`config.mk`:
```
export PLATFORM = sky130hd
export DESIGN_NAME = pixel_packer
export DESIGN_NICKNAME = d
export VERILOG_FILES = /design/src/rtl/gpu_pkg.sv /design/src/rtl/sync_fifo.sv /design/src/rtl/pixel_packer.sv
export SDC_FILE = /design/constraint.sdc
export NUM_CORES = 1
export LEC_CHECK = 0
export ABC_AREA = 1
export BUFFER_PORTS_ARGS = -buffer_cell sky130_fd_sc_hd__buf_2
export CORE_ASPECT_RATIO = 1.4
export CORE_MARGIN = 2
export CORE_UTILIZATION = 40
export CTS_BUF_LIST = sky130_fd_sc_hd__clkbuf_4 sky130_fd_sc_hd__clkbuf_8 sky130_fd_sc_hd__clkbuf_16
export DETAILED_ROUTE_END_ITERATION = 10
export GPL_TIMING_DRIVEN = 0
export PLACE_DENSITY_LB_ADDON = 0.3
export SLEW_MARGIN = 40
export SYNTH_ARGS = -nofsm -noshare
export SYNTH_HDL_FRONTEND = slang
export SYNTH_SLANG_ARGS = --single-unit
export TNS_END_PERCENT = 5
```
`constraint.sdc`:
```
create_clock -name clk -period 1.7 [get_ports clk]
set_input_delay 0.17 -clock clk [delete_from_list [all_inputs] [get_ports clk]]
set_output_delay 0.17 -clock clk [all_outputs]
set_load 0.02 [all_outputs]
```
`src/rtl/gpu_pkg.sv`:
```
`default_nettype none
// ============================================================================
// Module      : gpu_pkg
// Description : Shared constants for the pixel pipeline (packer and VGA
//               timing). Provides the default pixel word width, the default
//               pixel FIFO depth and the FIFO occupancy-width helper.
// Revision    : 1.0 - initial release
// ============================================================================
package gpu_pkg;

    localparam int DEFAULT_BITS_PER_PIXEL = 2;
    localparam int DEFAULT_FIFO_DEPTH     = 8;

    // An occupancy counter must represent 0..depth inclusive.
    function automatic int level_width(input int depth);
        return $clog2(depth) + 1;
    endfunction

    localparam int DEFAULT_LEVEL_WIDTH = level_width(DEFAULT_FIFO_DEPTH);

endpackage
`default_nettype wire

```
`src/rtl/sync_fifo.sv`:
```
`default_nettype none
// ============================================================================
// Module      : sync_fifo
// Description : Single-clock show-ahead FIFO. The head word is presented on
//               rdata whenever the FIFO is non-empty (0 when empty). A push
//               into a full FIFO is accepted only when a pop happens in the
//               same cycle. Storage is not reset.
// Ports       : clk, rst (async, active-high), clear (sync flush),
//               push/wdata, pop, rdata, full, empty, level
// Revision    : 1.0 - initial release
// ============================================================================
module sync_fifo
    import gpu_pkg::*;
#(
    parameter int WIDTH = DEFAULT_BITS_PER_PIXEL,
    parameter int DEPTH = DEFAULT_FIFO_DEPTH
) (
    input  logic                          clk,
    input  logic                          rst,
    input  logic                          clear,
    input  logic                          push,
    input  logic [WIDTH-1:0]              wdata,
    input  logic                          pop,
    output logic [WIDTH-1:0]              rdata,
    output logic                          full,
    output logic                          empty,
    output logic [level_width(DEPTH)-1:0] level
);

    localparam int PW = $clog2(DEPTH);
    localparam int LW = level_width(DEPTH);

    logic [WIDTH-1:0] mem [DEPTH];
    logic [PW-1:0]    wr_ptr;
    logic [PW-1:0]    rd_ptr;
    logic [LW-1:0]    count;
    logic             do_push;
    logic             do_pop;

    assign full    = (count == LW'(DEPTH));
    assign empty   = (count == '0);
    assign do_pop  = pop & ~empty;
    // A same-cycle pop frees the slot, so a push on full is still accepted.
    assign do_push = push & (~full | do_pop);

    always_ff @(posedge clk or posedge rst) begin
        if (rst) begin
            wr_ptr <= '0;
            rd_ptr <= '0;
            count  <= '0;
        end else if (clear) begin
            wr_ptr <= '0;
            rd_ptr <= '0;
            count  <= '0;
        end else begin
            if (do_push) wr_ptr <= wr_ptr + PW'(1);
            if (do_pop)  rd_ptr <= rd_ptr + PW'(1);
            case ({do_push, do_pop})
                2'b10:   count <= count + LW'(1);
                2'b01:   count <= count - LW'(1);
                default: count <= count;
            endcase
        end
    end

    always_ff @(posedge clk) begin
        if (do_push && !clear) mem[wr_ptr] <= wdata;
    end

    assign rdata = empty ? '0 : mem[rd_ptr];
    assign level = count;

endmodule
`default_nettype wire

```
`src/rtl/pixel_packer.sv`:
```
`default_nettype none
// ============================================================================
// Module      : pixel_packer
// Description : Packs the serial output_bit stream (qualified by valid_bit,
//               first bit = MSB) into BITS_PER_PIXEL-wide grayscale words and
//               buffers them in a show-ahead FIFO drained by a ready/valid
//               pop handshake. frame_start flushes packer, FIFO and status.
// Ports       : clk, rst (async, active-high), valid_bit, output_bit,
//               frame_start, pixel_ready -> pixel_valid, pixel_data,
//               fifo_full, level, overflow (sticky), underflow (sticky)
// Config      : PIXEL_PACKER_STATUS_EN - when defined, level / overflow /
//               underflow are live; otherwise they are tied to 0.
// Revision    : 1.0 - initial release
// ============================================================================
module pixel_packer
    import gpu_pkg::*;
#(
    parameter int BITS_PER_PIXEL = DEFAULT_BITS_PER_PIXEL,
    parameter int FIFO_DEPTH     = DEFAULT_FIFO_DEPTH
) (
    input  logic                               clk,
    input  logic                               rst,
    input  logic                               valid_bit,
    input  logic                               output_bit,
    input  logic                               frame_start,
    input  logic                               pixel_ready,
    output logic                               pixel_valid,
    output logic [BITS_PER_PIXEL-1:0]          pixel_data,
    output logic                               fifo_full,
    output logic [level_width(FIFO_DEPTH)-1:0] level,
    output logic                               overflow,
    output logic                               underflow
);

    localparam int LW = level_width(FIFO_DEPTH);

    logic [BITS_PER_PIXEL-1:0] word;
    logic                      complete;
    logic                      push;
    logic                      pop;
    logic                      full;
    logic                      empty;
    logic [LW-1:0]             fifo_level;

    generate
        if (BITS_PER_PIXEL == 1) begin : g_bpp_one
            assign word     = output_bit;
            assign complete = valid_bit;
        end else begin : g_bpp_multi
            localparam int CW = $clog2(BITS_PER_PIXEL);
            localparam logic [CW-1:0] LAST_BIT = CW'(BITS_PER_PIXEL - 1);

            logic [BITS_PER_PIXEL-2:0] shift_reg;
            logic [CW-1:0]             bit_cnt;

            assign word     = {shift_reg, output_bit};
            assign complete = valid_bit & (bit_cnt == LAST_BIT);

            always_ff @(posedge clk or posedge rst) begin
                if (rst) begin
                    shift_reg <= '0;
                    bit_cnt   <= '0;
                end else if (frame_start) begin
                    shift_reg <= '0;
                    bit_cnt   <= '0;
                end else if (valid_bit) begin
                    // Low bits of the assembled word are the shift state after this bit.
                    shift_reg <= word[BITS_PER_PIXEL-2:0];
                    bit_cnt   <= complete ? '0 : bit_cnt + CW'(1);
                end
            end
        end
    endgenerate

    // frame_start wins over a same-cycle bit or pop.
    assign push = complete & ~frame_start;
    assign pop  = pixel_ready & ~frame_start;

    sync_fifo #(
        .WIDTH (BITS_PER_PIXEL),
        .DEPTH (FIFO_DEPTH)
    ) u_fifo (
        .clk   (clk),
        .rst   (rst),
        .clear (frame_start),
        .push  (push),
        .wdata (word),
        .pop   (pop),
        .rdata (pixel_data),
        .full  (full),
        .empty (empty),
        .level (fifo_level)
    );

    assign pixel_valid = ~empty;
    assign fifo_full   = full;

`ifdef PIXEL_PACKER_STATUS_EN
    logic overflow_q;
    logic underflow_q;

    always_ff @(posedge clk or posedge rst) begin
        if (rst) begin
            overflow_q  <= 1'b0;
            underflow_q <= 1'b0;
        end else if (frame_start) begin
            overflow_q  <= 1'b0;
            underflow_q <= 1'b0;
        end else begin
            // Dropped push: full and no pop draining a slot this cycle.
            if (push && full && !(pop && !empty)) overflow_q  <= 1'b1;
            if (pop && empty)                      underflow_q <= 1'b1;
        end
    end

    assign level     = fifo_level;
    assign overflow  = overflow_q;
    assign underflow = underflow_q;
`else
    logic unused_level;
    assign unused_level = ^fifo_level;

    assign level     = '0;
    assign overflow  = 1'b0;
    assign underflow = 1'b0;
`endif

endmodule
`default_nettype wire

```
[Yosys cells after proc, flatten, opt, wreduce, memory -nomap -nowiden]
Memories as Yosys holds them, arrays and structs flattened.
Cells that the tools add are included.
Storage, ports and cells
  register bits: 12
  bits in latches: 0
  memory bits (writable): 16
  ROM bits: 0
  input port bits: 6
  memories: 1
Cells by class
  $add $sub $neg: 5
  multipliers: 0
  div/mod/pow operators: 0
  $lt $le $gt $ge: 0
  equality and inequality tests: 3
  shift-type cells: 0
  mux-type cells: 14
  bitwise gates (word level): 9
  reductions and logical operators: 7
Memories
  u_fifo.mem: words 8, width 2, read ports 1, clocked after memory_dff 0, write ports 1, RTL line sync_fifo.sv:33  | logic [WIDTH-1:0] mem [DEPTH];
Operator list (count)
  $mux W3: 4
  $pmux W4 S2: 1
  $mux W1: 7
  $add A3 B1 Y3 const B: 2
  $reduce_bool A2 Y1: 3
  $and A1 B1 Y1: 5
  $add A4 B1 Y4 const B: 1
  $eq A4 B4 Y1 const B: 1
  $logic_not A4 Y1: 1
  $mux W4: 1
  $sub A4 B1 Y4 const B: 1
  $not A1 Y1: 3
  $reduce_bool A3 Y1: 1
  $eq A2 B1 Y1 const B: 1
  $eq A2 B2 Y1 const B: 1
  $mux W2: 1
  $add A1 B1 Y1 const B: 1
  $logic_and A1 B1 Y1: 1
  $logic_not A1 Y1: 1
  $or A1 B1 Y1: 1

[Logic depth before layout (Yosys ltp)]
Gate-level depths: netlist (run 1).
  depth in word-level cells: 8
  mapped depth: 13
  depth with buffers taken out: 13

[Hierarchy]
A second synthesis (run 1) with hierarchy kept.
Second synthesis, totals
  cell total of the unflattened synthesis: 167
  area total of the unflattened synthesis: 1520.2 um^2
By module, submodules not included
  sync_fifo: times used 1, cells an instance 144, area each 1365.1 um^2
  pixel_packer: times used 1, cells an instance 23, area each 155.1 um^2

[Least setup slack after synthesis (run 1)]
Ideal clock, no wire load.
  kind: register to register
  from: reg u_fifo.count[0], in the netlist u_fifo.level[0]
  to: reg u_fifo.count[3], in the netlist u_fifo.level[3]
  arrival time: 1.705 ns
  path slack: -0.122 ns
  stages on the path, launching flop included: 14
  path buffers: 0
  period minus slack after synthesis: 1.822 ns
  path through: dfrtp_1 > nor2_4 > nand2_2 > nand3_2 > inv_2 > ha_1 > nand3_1 > nand3_1 > nand2_1 > nand2_1 > nand2_1 > nand2_1 > nand2_1 > nand2_1
Between the ends
  longest elaborated chain between the ends: 8
  elaborated cells between the ends (all ways): 14
  those cells by class: add/sub (2); eq/ne (3); mux (2); bitwise (5); reduce/logical (2)
Ends and longest elaborated chain
  start: declaration: RTL line sync_fifo.sv:36  | logic [LW-1:0] count;
  start signal: assignment: RTL line sync_fifo.sv:59  | 2'b10: count <= count + LW'(1);
  start signal: assignment: RTL line sync_fifo.sv:60  | 2'b01: count <= count - LW'(1);
  start signal: assignment: RTL line sync_fifo.sv:61  | default: count <= count;
  $logic_not A4 Y1 (*): RTL line sync_fifo.sv:41  | assign empty = (count == '0);
  $not A1 Y1 (*)
  via pixel_valid: RTL line pixel_packer.sv:27  | output logic pixel_valid,
  $and A1 B1 Y1 (*): RTL line sync_fifo.sv:42  | assign do_pop = pop & ~empty;
  $or A1 B1 Y1: RTL line sync_fifo.sv:44  | assign do_push = push & (~full | do_pop);
  $and A1 B1 Y1: RTL line sync_fifo.sv:44
  $eq A2 B1 Y1 or $eq A2 B2 Y1 (tied branches): RTL line sync_fifo.sv:58  | case ({do_push, do_pop})
  $pmux W4 S2: RTL line sync_fifo.sv:58
  $mux W4: RTL line sync_fifo.sv:51  | end else if (clear) begin
The timed path passes the listed nets; every way through them passes the cells marked *.
A chain may end at the register's enable or synchronous reset.

[Worst setup path in the final report (run 1)]
  from: reg u_fifo.count[0], in the netlist u_fifo.level[0]
  to: reg u_fifo.count[3], in the netlist u_fifo.level[3]
Between the ends
  longest elaborated chain between the ends: 8
  elaborated cells between the ends (all ways): 14
  those cells by class: add/sub (2); eq/ne (3); mux (2); bitwise (5); reduce/logical (2)
Ends and longest elaborated chain (RTL line)
  $logic_not A4 Y1: sync_fifo.sv:41
  $not A1 Y1: sync_fifo.sv:42
  $and A1 B1 Y1: sync_fifo.sv:42
  $or A1 B1 Y1: sync_fifo.sv:44
  $and A1 B1 Y1: sync_fifo.sv:44
  $eq A2 B1 Y1 or $eq A2 B2 Y1 (tied branches): sync_fifo.sv:58
  $pmux W4 S2: sync_fifo.sv:58
  $mux W4: sync_fifo.sv:51
Parallel ways exist; a longest one is shown, timed or not.

==> results of run 1 <==
path summary, 6_finish.rpt:
kind	endpoint	slack (ns)	cells after the start
worst max-delay path	u_fifo.level[3]	0.04	13
worst min-delay path	g_bpp_multi.bit_cnt	0.10	2
worst max register to register	u_fifo.level[3]	0.04	13
worst min register to register	g_bpp_multi.bit_cnt	0.47	1
max in group asynchronous	u_fifo.rd_ptr[1]	0.89	3
min in group asynchronous	g_bpp_multi.bit_cnt	0.45	3
kinds of logic (layout without fill, tap and decap cells):
kind of cell	Yosys count	count (layout)	share of synthesized area, %
compound gates	25	25	9.35
xor+xnor	2	2	1.19
fa+ha+maj	5	5	4.76
buf+inv	27	47	8.58
flops	28	28	53.0
other cells	1	6	0.255
simple gates	72	72	22.9
worst reg2reg max path, cell delays in order, from the launching register on:
cell and delay (ns):
dfrtp_2 0.43, nor2_4 0.14, nand2_4 0.10, nand3_4 0.08, inv_2 0.08, ha_4 0.29
nand3_2 0.08, nand3_1 0.07, nand2_1 0.07, nand2_1 0.06, nand2_1 0.05, nand2_1 0.06
nand2_1 0.05, nand2_1 0.05
layout by cell type, fill, tap and decap left out, types with 3 or more instances in the layout:
master / Yosys / layout
nand2_1: 26 / 26
nor2_1: 26 / 22
edfxtp_1: 16 / 16
inv_1: 14 / 14
buf_4: 6 / 14
o21ai_1: 5 / 12
o21ai_0: 16 / 9
nand3_1: 9 / 8
buf_2: 2 / 8
dfrtp_1: 12 / 8
conb_1: 1 / 6
nor2_4: 1 / 4
inv_2: 5 / 4
dfrtp_2: 0 / 4
nor2_2: 2 / 3
clkbuf_8: 0 / 3
timing repair:
item	CTS	global route
pin swaps	1	4
setup endpoints to repair	3	3
resized for setup	6	18
cloned	0	1
endpoints found under the hold margin	12	0
setup buffers	6	0
hold buffers	1	0
per-layer routing:
layer,vias up,global-route usage [%],wire length [µm],share of wire (%)
li1,563,-,-,-
met1,518,16.3,1260,43
met2,24,26.1,1570,54
met3,2,2.04,67,2.3
met4,0,5.42,13,0.45
met5,-,0,0,0
per-stage QoR:
stage / std cells / total power [mW] / util [%]
3_3_place_gp: 216 / 0.875 / 45.2
2_1_floorplan: 165 / 0.846 / -
3_5_place_dp: 216 / 0.879 / 45.2
5_1_grt: 227 / 1.45 / 50.4
4_1_cts: 227 / 1.40 / 49.1
6_report: 227 / 1.40 / 50.4
final cells by class:
class	instances	area (µm²)
repair buffers	17	110
clock inverters	1	30.0
fillers	341	1770
clock buffers	3	41.3
plain buffers	7	56.3
well taps	42	52.6
inverters	19	76.3
flip-flops and latches	28	786
multi-input cells	110	652
where the power goes:
part | internal, mW | leakage, nW | switching, mW
Combinational | 0.0530 | 0.467 | 0.0915
Sequential | 0.730 | 0.303 | 0.0115
Clock | 0.315 | 0.0357 | 0.202
==> impl_metrics.json, run 1 <==
{
  "status": "finished, final reports clean",
  "finalSetupViolCount": 0,
  "num_vias": 1107,
  "critPathLaunch": "u_fifo.level[0]",
  "path_cells": "nor2_4, nand2_4, nand3_4, inv_2, ha_4, nand3_2, nand3_1, nand2_1, nand2_1, nand2_1, nand2_1, nand2_1, nand2_1",
  "fin_setup_tns_ns": 0,
  "antenna_cells": 0,
  "yosys.area.top_type": "edfxtp_1",
  "ant_nets": 0,
  "syn-cell-area_um2": 1470,
  "hold_viol_final": 0,
  "final_nets": 197,
  "cts_root_buf": "clkbuf_8",
  "drt-total-wl_um": 2910,
  "cts_tree": "done",
  "critical_path_buf_inv_count": 1,
  "synth_top_area_share_pct": 32.6,
  "skew_ns": 0.00443,
  "die_w_um": 55.3,
  "path_delay_family": "simple AND/OR/NAND/NOR gates",
  "wl_per_cell_um": 12.8,
  "dieHeight_um": 75.8,
  "ys_ff_latch": 28,
  "grt_max_degree": 17,
  "yosys-top-cells-count": "nand2_1 (26), nor2_1 (26), edfxtp_1 (16), o21ai_0 (16), inv_1 (14)",
  "area_growth_pct": 22.5,
  "first_pass_iters": 5,
  "startpoint_type": "flop",
  "dp_slack_ns": -0.106,
  "hp-class": "input pin to flop",
  "syn_avg_cell_area_um2": 9.20,
  "portBuffers": 9,
  "drt_iter0_drc": 56,
  "fin_crit_sh_pct": 97.9,
  "async_flop_share_pct": 42.9,
  "cts_buffers": 3,
  "stdcell_area_um2": 1800,
  "drive_gt1_share_pct": 28.6,
  "design.core.area_um2": 3580,
  "cpPeakStageDelay_ns": 0.43,
  "worstPathArrival_ns": 1.88,
  "layout_min_cycle_time_ns": 1.66,
  "synthCells": 160,
  "path_clk_slew_ns": 0.09,
  "critPathSlowestCell": "dfrtp_2",
  "grt_use_total_pct": 13.9,
  "rsz0062_at_grt": "true",
  "drc": 0,
  "worstSkewPairLatency_ns": 0.27,
  "antenna_found_initial": 0,
  "r2r-start": "u_fifo.level[0]",
  "ys_warn_count": 0,
  "start_util_pct": 41.2,
  "ir_drop_mv": 0.641,
  "fmax_mhz": 601,
  "hold-worst-slack_ns": 0.104,
  "layout_setup_ws_ns": 0.0354,
  "placementRows": 26,
  "cts.path.max_buffers": 2,
  "ys_top_cells_by_area": "edfxtp_1 (33%), dfrtp_1 (20%), nand2_1 (6.6%)",
  "dieArea_um2": 4190,
  "path_max_fanout": 6,
  "ys_seq_area_share_pct": 53.0,
  "maxSlewViolCount": 0,
  "yosysUniqueCellTypes": 27,
  "max_flop_register": "u_fifo.mem",
  "vias_per_cell": 4.88,
  "critical_path_class": "flop to flop",
  "maxCapViolCount": 0,
  "synth-edff-count": 16,
  "postPlaceCellArea_um2": 1620,
  "cts_max_level": 1,
  "largest_reg_flops": 16,
  "gp_congestion": 0.731,
  "cts.sinks": 28,
  "cp_common_cell": "nand2_1",
  "synth_ff_type": "edfxtp_1",
  "hp-start": "valid_bit",
  "p_leak_nw": 0.806,
  "cp_data_required_time_ns": 1.92,
  "grt_pass1_vias": 1110,
  "power_density_nw_per_um2": 778,
  "critPathCaptureType": "flop",
  "hpwl_um": 2050,
  "grt_pass1_wl_um": 4620,
  "boundaryPins": 16,
  "overflow": 0
}
Power figures use the tool's default switching activity.
==> run 2, diff against run 1 <==
==> constraint.sdc (replaced) <==
create_clock -name clk -period 2 [get_ports clk]
set_input_delay 0.2 -clock clk [delete_from_list [all_inputs] [get_ports clk]]
set_output_delay 0.2 -clock clk [all_outputs]
set_load 0.02 [all_outputs]
==> run 2 against run 1 <==
  * Die area is the same
  * Highest routed layer unchanged
  * Cell count shrank 1.8%
  * Critical path depth is the same
  * Power shrank 20%
  * Register-to-register slack gained 0.16 ns
  * First-iteration DRC count shrank 46%
  * Clock power shrank 25%
  * Setup slack gained 0.16 ns
  * Via count shrank 1.1%
==> impl_metrics.json, run 2 (same netlist as run 1, synthesis figures left out) <==
{
  "critical_path_class": "flop to flop",
  "cts_buffers": 3,
  "fin_crit_sh_pct": 90.4,
  "cp_data_required_time_ns": 2.17,
  "hp-class": "input pin to flop",
  "numPlacedInstances": 216,
  "hold_viol_final": 0,
  "grt_max_degree": 17,
  "rsz0062_at_grt": "false",
  "fillCellCount": 353,
  "grt_pass1_wl_um": 4400,
  "hpwl_um": 2080,
  "num_vias": 1095,
  "portBuffers": 9,
  "die_w_um": 55.3,
  "maxSlewViolCount": 0,
  "dieArea_um2": 4190,
  "cts_root_buf": "clkbuf_8",
  "max_flop_register": "u_fifo.mem",
  "finalSetupViolCount": 0,
  "cts_max_level": 1,
  "first_pass_iters": 4,
  "cts_tree": "done",
  "skew_ns": 0.00688,
  "ant_nets": 0,
  "worstSkewPairLatency_ns": 0.27,
  "wl_per_cell_um": 11.7,
  "final_nets": 193,
  "largest_reg_flops": 16,
  "antenna_cells": 0,
  "cts.path.max_buffers": 2,
  "gp_congestion": 0.774,
  "path_max_fanout": 4,
  "final_cell_mix": "nor2_1 (26), nand2_1 (26), o21ai_0 (16), edfxtp_1 (16), inv_1 (14)",
  "startpoint_type": "flop",
  "drive_gt1_share_pct": 22.1,
  "drc": 0,
  "dieHeight_um": 75.8,
  "layout_setup_ws_ns": 0.193,
  "area_growth_pct": 14.8,
  "boundaryPins": 16,
  "power_density_nw_per_um2": 665,
  "drt-total-wl_um": 2610,
  "layout_min_cycle_time_ns": 1.81,
  "drt_iter0_drc": 30,
  "path_clk_slew_ns": 0.10,
  "overflow": 0,
  "dp_slack_ns": 0.0555,
  "ir_drop_mv": 0.444,
  "vias_per_cell": 4.91,
  "antenna_found_initial": 0,
  "grt_pass1_vias": 1054,
  "maxCapViolCount": 0,
  "fin_setup_tns_ns": 0,
  "status": "finished, final reports clean",
  "fmax_mhz": 553,
  "finalNonFillerCells": 223,
  "critPathCaptureType": "flop",
  "cts.sinks": 28,
  "placementRows": 26,
  "worstPathArrival_ns": 1.98,
  "hold-worst-slack_ns": 0.137,
  "finalPower_mw": 1.12,
  "design.core.area_um2": 3580,
  "start_util_pct": 41.2,
  "grt_use_total_pct": 13.3,
  "p_leak_nw": 0.786
}
run 2: layout make-up:
cell class | instances | area [µm²] | area share, %
Sequential cell | 28 | 783 | 46.3
Multi-Input combinational cell | 110 | 592 | 35.0
Inverter | 19 | 71.3 | 4.22
Timing Repair Buffer | 12 | 70.1 | 4.15
Clock buffer | 4 | 66.3 | 3.92
Buffer | 8 | 55.1 | 3.26
Tap cell | 42 | 52.6 | 3.11
run 2: power breakdown:
part / total (mW) / switching [mW] / internal, mW
clock network: 0.386 / 0.168 / 0.218
registers: 0.630 / 0.00918 / 0.621
logic: 0.109 / 0.0707 / 0.0379
run 2: path summary, 6_finish.rpt:
kind	depth (start not counted)	from	slack, ns	to
worst min register to register	1	g_bpp_multi.bit_cnt	0.48	g_bpp_multi.bit_cnt
worst max register to register	13	u_fifo.level[1]	0.19	u_fifo.level[3]
worst min-delay path	2	valid_bit	0.14	g_bpp_multi.bit_cnt
max in group asynchronous	3	rst	1.19	u_fifo.level[3]
min in group asynchronous	3	rst	0.47	u_fifo.level[1]
worst max-delay path	13	u_fifo.level[1]	0.19	u_fifo.level[3]
run 2: critical path, stage by stage, from the launching register on:
cell     delay (ns)
dfrtp_1        0.46
nor2_4         0.13
nand2_2        0.09
nand3_4        0.10
inv_2          0.07
ha_1           0.32
nand3_1        0.13
nand3_1        0.08
nand2_1        0.08
nand2_1        0.05
nand2_1        0.05
nand2_1        0.04
nand2_1        0.06
nand2_1        0.04
run 2: through the flow:
| step | utilization (%) | area (µm²) |
|---|---|---|
| 3_5_place_dp | 44.4 | 1590 |
| 6_report | 47.2 | 1690 |
| 2_1_floorplan | - | 1490 |
| 4_1_cts | 46.5 | 1670 |
| 5_1_grt | 47.2 | 1690 |
| 3_3_place_gp | 44.4 | 1590 |
run 2: routing by layer:
metal  track usage (%)  routed length [µm]  vias to the layer above
li1                  -                   -                      558
met1              14.8                1040                      522
met2              23.9                1470                       11
met3              2.72                  57                        4
met4              7.59                  32                        0
met5                 0                   0                        -
run 2: repair_timing:
action / in CTS / in global routing
setup endpoints to repair: 0 / 1
resized for setup: 0 / 3
hold buffers: 1 / 0
setup buffers: 0 / 2
endpoints found under the hold margin: 12 / 0
==> run 3, diff against run 2 <==
--- a/config.mk
+++ b/config.mk
@@ -14,6 +14,7 @@
 export DETAILED_ROUTE_END_ITERATION = 10
 export GPL_TIMING_DRIVEN = 0
 export PLACE_DENSITY_LB_ADDON = 0.3
+export REMOVE_ABC_BUFFERS = 1
 export SLEW_MARGIN = 40
 export SYNTH_ARGS = -nofsm -noshare
 export SYNTH_HDL_FRONTEND = slang
==> run 3 against run 2 <==
  * Clock skew barely moved
  * Via count is 5.1% lower
  * Critical path depth stayed put
  * Non-clock buffer count shrank 8
  * First-iteration DRC count decreased by 17%
  * Cell count down 3.6%
  * Global-route usage shrank 1.2 points
  * Routed wire length is 4.5% lower
  * Largest cell class unchanged
  * Largest power group unchanged
==> impl_metrics.json, run 3 (same netlist as run 1, synthesis figures left out) <==
{
  "status": "finished, final reports clean",
  "antenna_cells": 0,
  "placementRows": 26,
  "area_growth_pct": 10.2,
  "cpPeakStageDelay_ns": 0.46,
  "skew_ns": 0.00709,
  "holdPathEnd": "g_bpp_multi.shift_reg",
  "dieArea_um2": 4190,
  "stdcell_area_um2": 1620,
  "grt_pass1_vias": 939,
  "cts.path.max_buffers": 2,
  "cp_data_required_time_ns": 2.17,
  "timing.rr.end": "u_fifo.level[3]",
  "wl_per_cell_um": 11.6,
  "path_cells": "nor2_2, nand2_4, nand3_4, inv_2, ha_1, nand3_1, nand3_1, nand2_1, nand2_1, nand2_1, nand2_1, nand2_1, nand2_1",
  "grt_use_total_pct": 12.1,
  "layout_commonest_cell": "nand2_1",
  "startpoint_type": "flop",
  "boundaryPins": 16,
  "layout_min_cycle_time_ns": 1.85,
  "first_pass_iters": 4,
  "antenna_found_initial": 0,
  "cts_buffers": 3,
  "cts.sinks": 28,
  "die_w_um": 55.3,
  "postPlaceCellArea_um2": 1530,
  "critPathSlowestCell": "dfrtp_1",
  "fin_crit_sh_pct": 92.5,
  "dieHeight_um": 75.8,
  "num_vias": 1039,
  "critical_path_class": "flop to flop",
  "overflow": 0,
  "ant_nets": 0,
  "gp_congestion": 0.781,
  "rsz0062_at_grt": "false",
  "worstPathArrival_ns": 2.02,
  "cts_tree": "done",
  "fin_util_pct": 45.3,
  "drc": 0,
  "drt_iter0_drc": 25,
  "hold_path_depth": 2,
  "start_util_pct": 41.2,
  "hp-class": "input pin to flop",
  "grt_busiest_layer": "met2",
  "ir_drop_mv": 0.539,
  "drive_gt1_share_pct": 19.1,
  "grt_max_degree": 16,
  "hp-start": "valid_bit",
  "met3_usage_pct": 1.19,
  "ff2ff_path_depth": 13,
  "fin_setup_tns_ns": 0,
  "p_leak_nw": 0.732,
  "maxSlewViolCount": 0,
  "portBuffers": 9,
  "design.core.area_um2": 3580,
  "grt_pass1_wl_um": 4100,
  "path_max_fanout": 6,
  "critPathCaptureType": "flop",
  "largest_reg_flops": 16,
  "vias_per_cell": 4.83,
  "finalSetupViolCount": 0,
  "path_clk_slew_ns": 0.09,
  "hpwl_um": 1970,
  "fmax_mhz": 541,
  "grtUsageMet2_pct": 23.7,
  "worstSkewPairLatency_ns": 0.26,
  "cts_max_level": 1,
  "final_nets": 185,
  "cp_common_cell": "nand2_1",
  "r2r-start": "u_fifo.level[3]",
  "rrSetupSlack_ns": 0.15,
  "drt-total-wl_um": 2490,
  "maxCapViolCount": 0,
  "power_density_nw_per_um2": 630,
  "final_cell_mix": "nand2_1 (26), nor2_1 (25), o21ai_0 (16), edfxtp_1 (16), inv_1 (14)",
  "max_flop_register": "u_fifo.mem",
  "cts_root_buf": "clkbuf_8",
  "gr-usage-met1_pct": 14.1,
  "hold_viol_final": 0
}
-- run 3: final cells by class --
class                      count  area [µm²]
clock buffer                   3        41.3
clock inverter                 1        3.75
fill                         355        1960
inverter                      19        71.3
multi-input combinational    110         599
sequential                    28         785
tap                           42        52.6
timing repair buffer          12        70.1
-- run 3: worst max-delay path by stage --
stage,start,endpoint,slack [ns],cells past startpoint
2_1_floorplan,u_fifo.level[0],u_fifo.level[3],0.18,13
3_3_place_gp,u_fifo.level[0],u_fifo.level[3],0.10,13
3_5_place_dp,u_fifo.level[0],u_fifo.level[3],0.05,13
4_1_cts,u_fifo.level[0],u_fifo.level[3],0.04,13
5_1_grt,u_fifo.level[3],u_fifo.level[3],0.003,13
6_report,u_fifo.level[3],u_fifo.level[3],0.15,13
-- run 3: where the power goes --
group / switching [mW] / total, mW / internal, mW
logic: 0.0668 / 0.0961 / 0.0293
registers: 0.0119 / 0.633 / 0.621
clock network: 0.157 / 0.294 / 0.137
-- run 3: metrics by stage --
stage / cells / hold WS (ns) / power (mW) / setup WS [ns]
6_report: 215 / 0.144 / 1.02 / 0.150
5_1_grt: 215 / 0.147 / 1.07 / 0.00295
4_1_cts: 213 / 0.142 / 1.02 / 0.0350
3_5_place_dp: 208 / 0.238 / 0.734 / 0.0481
3_3_place_gp: 208 / 0.225 / 0.731 / 0.104
2_1_floorplan: 157 / 0.0647 / 0.705 / 0.178
-- run 3: worst max-delay path: cells and delay by family, from the launching register on --
| kind | cells | cell delay [ns] |
|---|---|---|
| flip-flops | 1 | 0.46 |
| adder cells (fa/ha/maj) | 1 | 0.32 |
| buffers and inverters | 1 | 0.07 |
| AND/OR/NAND/NOR | 11 | 0.88 |
-- run 3: repair_timing --
item,4_1_cts,5_1_grt
hold endpoints to repair,12,0
setup endpoints to repair,0,2
hold buffers,1,0
buffers inserted,0,2
resized for setup,0,6
-- run 3: per-layer routing --
layer  vias to the layer above  wire length, µm  part of all wire [%]
li1                        538                -                     -
met1                       486             1050                    42
met2                        13             1370                    55
met3                         2               54                   2.2
met4                         0               20                  0.80
met5                         -                0                     0
